<file path="config.mk">
export PLATFORM = sky130hd
export DESIGN_NAME = frame_sequencer_flat
export DESIGN_NICKNAME = d
export VERILOG_FILES = /design/src/rtl/frame_sequencer_if.sv /design/src/rtl/frame_sequencer.sv /design/src/flat_wrapper.sv
export SDC_FILE = /design/constraint.sdc
export NUM_CORES = 1
export LEC_CHECK = 0
export ABC_CLOCK_PERIOD_IN_PS = 2850
export BUFFER_PORTS_ARGS = -buffer_cell sky130_fd_sc_hd__buf_4
export CORE_ASPECT_RATIO = 0.8
export CORE_UTILIZATION = 53
export CTS_CLUSTER_SIZE = 14
export DETAILED_ROUTE_END_ITERATION = 8
export PLACE_DENSITY = 0.77
export RECOVER_POWER = 50
export SLEW_MARGIN = 15
export SYNTH_ARGS = -nofsm -noshare
export SYNTH_HDL_FRONTEND = slang
export SYNTH_SLANG_ARGS = --single-unit
</file>
<file path="constraint.sdc">
create_clock -name clk -period 2.85 [get_ports clk]
set_clock_uncertainty 0.2 [all_clocks]
set_input_delay 0.57 -clock clk [delete_from_list [all_inputs] [get_ports clk]]
set_output_delay 0.57 -clock clk [all_outputs]
set_load 0.01 [all_outputs]
</file>
<file path="src/rtl/frame_sequencer_if.sv">
// Frame sequencer register/strobe bundle.
//   reg_4017     : $4017 contents (bit 7 mode, bit 6 IRQ inhibit)
//   reg_change   : toggles once per $4017 write, bus-clock domain
//   irq_ack      : one-clk pulse on a $4015 read
//   enable_240hz : quarter-frame strobe
//   enable_120hz : half-frame strobe
//   frame_irq    : level frame interrupt flag
// master = register/CPU side, slave = sequencer.
interface frame_sequencer_if;
  logic [7:0] reg_4017;
  logic       reg_change;
  logic       irq_ack;
  logic       enable_240hz;
  logic       enable_120hz;
  logic       frame_irq;

  modport master (
    output reg_4017, reg_change, irq_ack,
    input  enable_240hz, enable_120hz, frame_irq
  );

  modport slave (
    input  reg_4017, reg_change, irq_ack,
    output enable_240hz, enable_120hz, frame_irq
  );
endinterface

</file>
<file path="src/rtl/frame_sequencer.sv">
// APU frame sequencer: divides clk by STEP_PERIOD into sequencer steps and
// issues quarter-frame / half-frame strobes plus the frame IRQ.
//   clk   : CPU-rate clock
//   rst_n : asynchronous active-low reset
//   bus   : frame_sequencer_if.slave ($4017 config in, strobes/IRQ out)
module frame_sequencer #(
  parameter int STEP_PERIOD = 7457,
  parameter int DIV_WIDTH   = 13
) (
  input  logic                clk,
  input  logic                rst_n,
  frame_sequencer_if.slave    bus
);

  typedef enum logic [2:0] {S0, S1, S2, S3, S4} step_t;

  logic [1:0]           sync;
  logic                 chg_q;
  logic                 reload;
  logic                 mode;
  logic                 inhibit;
  logic [DIV_WIDTH-1:0] div;
  logic                 terminal;
  step_t                step_q, step_d;
  logic                 s240_d, s120_d, irq_set;
  logic                 s240_q, s120_q, irq_q;

  // reg_4017[5:0] carries nothing the sequencer uses.
  logic unused_bits;
  assign unused_bits = ^bus.reg_4017[5:0];

  assign terminal = (div == DIV_WIDTH'(STEP_PERIOD - 1));

  // Two-flop synchronizer, then edge detect against the previous synced
  // value; reload lands exactly one clk, three edges after the toggle.
  always_ff @(posedge clk or negedge rst_n) begin
    if (!rst_n) begin
      sync   <= '0;
      chg_q  <= 1'b0;
      reload <= 1'b0;
    end else begin
      sync   <= {sync[0], bus.reg_change};
      chg_q  <= sync[1];
      reload <= sync[1] ^ chg_q;
    end
  end

  // $4017 is only sampled on reload; the bus may hold anything otherwise.
  always_ff @(posedge clk or negedge rst_n) begin
    if (!rst_n) begin
      mode    <= 1'b0;
      inhibit <= 1'b0;
    end else if (reload) begin
      mode    <= bus.reg_4017[7];
      inhibit <= bus.reg_4017[6];
    end
  end

  always_ff @(posedge clk or negedge rst_n) begin
    if (!rst_n)                  div <= '0;
    else if (reload || terminal) div <= '0;
    else                         div <= div + 1'b1;
  end

  // Step FSM: state register
  always_ff @(posedge clk or negedge rst_n) begin
    if (!rst_n) step_q <= S0;
    else        step_q <= step_d;
  end

  // Step FSM: next state. Reload wins over a coincident terminal.
  always_comb begin
    step_d = step_q;
    if (reload) begin
      step_d = S0;
    end else if (terminal) begin
      case (step_q)
        S0:      step_d = S1;
        S1:      step_d = S2;
        S2:      step_d = S3;
        S3:      step_d = mode ? S4 : S0;
        default: step_d = S0;
      endcase
    end
  end

  // Step FSM: outputs (pre-register strobe/IRQ-set decode).
  // A 5-step reload fires both strobes immediately; a terminal in the
  // reload cycle is dropped.
  always_comb begin
    s240_d  = 1'b0;
    s120_d  = 1'b0;
    irq_set = 1'b0;
    if (reload) begin
      s240_d = bus.reg_4017[7];
      s120_d = bus.reg_4017[7];
    end else if (terminal) begin
      case (step_q)
        S0: s240_d = 1'b1;
        S1: begin s240_d = 1'b1; s120_d = 1'b1; end
        S2: s240_d = 1'b1;
        S3: if (!mode) begin
              s240_d  = 1'b1;
              s120_d  = 1'b1;
              irq_set = 1'b1;
            end
        S4: begin s240_d = 1'b1; s120_d = 1'b1; end
        default: ;
      endcase
    end
  end

  always_ff @(posedge clk or negedge rst_n) begin
    if (!rst_n) begin
      s240_q <= 1'b0;
      s120_q <= 1'b0;
    end else begin
      s240_q <= s240_d;
      s120_q <= s120_d;
    end
  end

  // Inhibit (new or latched) beats set; set beats ack.
  always_ff @(posedge clk or negedge rst_n) begin
    if (!rst_n)                            irq_q <= 1'b0;
    else if (reload && bus.reg_4017[6])    irq_q <= 1'b0;
    else if (inhibit)                      irq_q <= 1'b0;
    else if (irq_set)                      irq_q <= 1'b1;
    else if (bus.irq_ack)                  irq_q <= 1'b0;
  end

  assign bus.enable_240hz = s240_q;
  assign bus.enable_120hz = s120_q;
  assign bus.frame_irq    = irq_q;

endmodule

</file>
<file path="src/flat_wrapper.sv">
// flat-port wrapper written by rule: the top's interface ports become plain ports
module frame_sequencer_flat 
#(
  parameter int STEP_PERIOD = 7457,
  parameter int DIV_WIDTH   = 13
)
  (clk, rst_n, bus_reg_4017, bus_reg_change, bus_irq_ack, bus_enable_240hz, bus_enable_120hz, bus_frame_irq);
  frame_sequencer_if bus_i ();
  input  logic clk;
  input  logic rst_n;
  input wire logic [$bits(bus_i.reg_4017)-1:0] bus_reg_4017;
  input wire logic [$bits(bus_i.reg_change)-1:0] bus_reg_change;
  input wire logic [$bits(bus_i.irq_ack)-1:0] bus_irq_ack;
  output wire logic [$bits(bus_i.enable_240hz)-1:0] bus_enable_240hz;
  output wire logic [$bits(bus_i.enable_120hz)-1:0] bus_enable_120hz;
  output wire logic [$bits(bus_i.frame_irq)-1:0] bus_frame_irq;
  assign bus_i.reg_4017 = bus_reg_4017;
  assign bus_i.reg_change = bus_reg_change;
  assign bus_i.irq_ack = bus_irq_ack;
  assign bus_enable_240hz = bus_i.enable_240hz;
  assign bus_enable_120hz = bus_i.enable_120hz;
  assign bus_frame_irq = bus_i.frame_irq;
  frame_sequencer #(.STEP_PERIOD(STEP_PERIOD), .DIV_WIDTH(DIV_WIDTH)) u_core (.clk(clk), .rst_n(rst_n), .bus(bus_i));
endmodule
</file>
==> results.txt <==
----------------------------------------------------
[Critical path]
  Buffers & Inverters on Critical Path ... 2
  Chain of cells forming the critical path ... dlygate4sd3_1 > clkbuf_1
  Cell at the slowest stage of the critical path ... sky130_fd_sc_hd__clkbuf_1
  Worst setup endpoint ... u_core.div[4]
  Element type at the critical path start ... input port
  Endpoint arrival time on the critical path ... 2.02 ns
  Startpoint of the worst register-to-register path ... u_core.div[0]
  Destination of the worst register-to-register timing path ... u_core.div[10]
  Largest fanout of any net on the critical path ... 25
  Worst path top cell family by delay ... buffers and inverters
  Number of cells on the critical path ... 2
  Biggest cell delay along the critical path ... 0.93 ns
  Reg-to-reg setup timing slack ... 0.88 ns
  Length in cells of the worst reg-to-reg path ... 6
  Start-to-end type of the worst setup path ... in -> async
  Crit path launch ... rst_n
  Type of destination of the critical path ... async pin
  Worst EP required ... 2.90 ns

[Drt]
  DRC ... 0
  Number of vias per cell ... 5.71
  Count of vias placed by the detailed router ... 816
  Final wirelength ... 2000 µm
  Detailed Route Iter0 Violations ... 12
  Remaining antenna violation count after routing ... 0
  First-pass DRT Iterations ... 4
  Wire length per cell after detailed routing ... 14.0 µm

[STA]
  Time the worst path needs with I/O delays and setup ... 1.98 ns
  Tightest Pin Transition ... 1.27 ns
  Timing-limited maximum frequency ... 506 MHz
  Final Setup Violations ... 0
  Max Slew Vio Count ... 0
  Worst slew margin relative to its limit ... 15.2%
  Hold violation total from the final report ... 0
  Min setup slack post-route ... 0.872 ns
  Summed negative setup slack over all endpoints ... 0 ns
  Tcrit/Tclk final ... 69.4%
  Unrepaired setup endpoints after global routing ... no

[GRT]
  First-pass GRT wire length ... 3510 µm
  Total routing resource utilization after global routing ... 21.3%
  Number of antenna violations at the first check in global routing ... 0
  Grt total ovfl ... 0
  Pin count of the biggest net entering global routing ... 26
  Via count of the first global-routing pass ... 791

[Cells and area]
  Fraction of final layout cells sized beyond drive strength 1 ... 12.6%
  Number of inserted diodes ... 0
  Non-filler cells in the finished layout ... 143
  Fin nets ... 134
  Area growth from synthesis to layout ... 9.40%
  Number of fillers in the final layout ... 162

[Die]
  Row Count ... 14
  Die boundary width ... 54.0 µm
  Initial Util ... 58.4%
  I/O pin count ... 15
  Total core area ... 1960 µm²
  Floorplan die area ... 2350 µm²
  Chip height ... 43.6 µm

[Power and ir drop]
  Pleak ... 0.000573 µW
  Cell Pwr Density ... 481 nW/µm²
  Total Power Consumption ... 602 µW
  Peak VDD IR ... 0.000436 V

[Clocking]
  Clock transition at the register clock pins on the worst setup and hold paths after CTS ... 0.13 ns
  Number of H-tree branching levels ... 1
  Worst-skew pair later-pin latency ... 0.32 ns
  Clock tree from TritonCTS ... built
  CTS buffer count ... 3
  Count of cells resized by post-cts repair ... 0
  CTS Root Cell ... sky130_fd_sc_hd__clkbuf_4
  Clock Tree Buf Depth ... 2
  Clock sink count ... 25

[Logic synthesis]
  Yosys warnings ... 0
  Average size of a mapped cell ... 10.4 µm²
  Fraction of the yosys area taken by sequential cells ... 54.6%
  Number of nets in the synthesized netlist ... 124
  Number of cells produced by synthesis ... 110
  Async set-or-reset flop fraction in the synthesized netlist ... 100%
  Netlist cell types ... 29
  Number of enable-type register cells in the synthesized netlist ... 0
  Synth Register Bits ... 25
  Top FF cell, synth ... sky130_fd_sc_hd__dfrtp_1
  Post-synthesis instance area ... 1140 µm²

[Min path]
  Class of the tightest hold or removal check ... in -> reg

[Placement]
  Post-detail-place hpwl ... 1410 µm
  Total instance count after detailed placement ... 138
  Worst setup slack before clock tree synthesis ... 0.895 ns
  Number of buffer cells added on primary ports ... 8
  Routability congestion estimate ... 0.738

[Run]
  Number of maximum-capacitance violations ... 0

[Outcome]
  Outcome ... finished, final reports clean

----------------------------------------------------
==> area by class of cell <==
type	instances	area, µm²	share of cell area [%]
Clock buffer	3	22.5	1.80
Clock inverter	1	5.00	0.400
Inverter	5	18.8	1.50
Multi-Input combinational cell	76	484	38.7
Sequential cell	25	626	50.0
Tap cell	24	30.0	2.40
Timing Repair Buffer	9	66.3	5.29
==> where the power goes <==
| group | internal (µW) | switching [µW] | total [µW] |
|---|---|---|---|
| Combinational | 26.3 | 31.2 | 57.5 |
| Clock | 52.5 | 102 | 154 |
| Sequential | 371 | 18.9 | 390 |
==> placed cells by master (no fill, tap or decap), types with 2 or more instances in the layout <==
master                     count
sky130_fd_sc_hd__dfrtp_1      25
sky130_fd_sc_hd__nor2_1       18
sky130_fd_sc_hd__xor2_1       11
sky130_fd_sc_hd__nand2_1       7
sky130_fd_sc_hd__nand3_1       6
sky130_fd_sc_hd__buf_4         6
sky130_fd_sc_hd__inv_1         5
sky130_fd_sc_hd__clkbuf_4      4
sky130_fd_sc_hd__nand4_1       3
sky130_fd_sc_hd__a21oi_1       3
sky130_fd_sc_hd__o21ai_0       3
sky130_fd_sc_hd__nand2b_1      2
sky130_fd_sc_hd__and4_1        2
sky130_fd_sc_hd__and3_1        2
sky130_fd_sc_hd__and2_1        2
sky130_fd_sc_hd__o31ai_1       2
sky130_fd_sc_hd__or3_1         2
sky130_fd_sc_hd__ha_1          2
==> synthesized netlist by cell type, types with 3 or more instances <==
cell type / number / area share, %
sky130_fd_sc_hd__nand4_1: 3 / 1.6
sky130_fd_sc_hd__a21oi_1: 3 / 1.3
sky130_fd_sc_hd__clkbuf_1: 3 / 0.98
sky130_fd_sc_hd__xor2_1: 11 / 8.4
sky130_fd_sc_hd__nor2_1: 18 / 5.9
sky130_fd_sc_hd__o21ai_0: 3 / 1.3
sky130_fd_sc_hd__nand3_1: 6 / 2.6
sky130_fd_sc_hd__dfrtp_1: 25 / 55
sky130_fd_sc_hd__inv_1: 5 / 1.6
sky130_fd_sc_hd__nand2_1: 7 / 2.3
==> sequential cells by signal, summed over array words and instances (netlist names) <==
name	flops
u_core.mode	1
u_core.step_q	3
u_core.bus.frame_irq	1
u_core.div	13
u_core.chg_q	1
u_core.bus.enable_240hz	1
u_core.sync	2
u_core.inhibit	1
u_core.bus.enable_120hz	1
u_core.reload	1
==> logic make-up after synthesis <==
logic type      count (synthesis)  synth area share (%)
buf+inv                         9                  3.06
simple gates                   49                  23.1
flops                          25                  54.6
compound gates                 11                  6.01
mux                             2                  1.86
fa+ha+maj                       2                  2.19
xor+xnor                       12                  9.18
==> metrics by stage <==
stage | cell area [µm²] | utilization (%) | hold slack [ns]
2_1_floorplan | 1140 | - | 0.0744
3_3_place_gp | 1220 | 62.1 | 0.144
3_5_place_dp | 1220 | 62.1 | 0.147
4_1_cts | 1260 | 64.0 | 0.140
5_1_grt | 1250 | 63.8 | 0.154
6_report | 1250 | 63.8 | 0.168
==> worst min path at each step <==
stage                    from                       to  cells past startpoint
2_1_floorplan           rst_n  u_core.bus.enable_120hz                      0
3_3_place_gp   u_core.sync[0]           u_core.sync[1]                      0
3_5_place_dp   u_core.sync[0]           u_core.sync[1]                      0
4_1_cts        bus_reg_change           u_core.sync[0]                      1
5_1_grt        bus_reg_change           u_core.sync[0]                      1
6_report       bus_reg_change           u_core.sync[0]                      1
==> per-layer routing <==
| layer | up-vias | track usage [%] | part of all wire (%) |
|---|---|---|---|
| met4 | 0 | 3.68 | 0.55 |
| met1 | 404 | 29.0 | 48 |
| met3 | 2 | 7.37 | 4.8 |
| li1 | 388 | - | - |
| met2 | 22 | 33.3 | 47 |
| met5 | - | 0 | 0 |
==> what timing repair did <==
action                                 in CTS  in global routing
hold buffers                                1                  0
endpoints found under the hold margin      25                  0
setup buffers                               0                  0
Power figures use the tool's default switching activity.
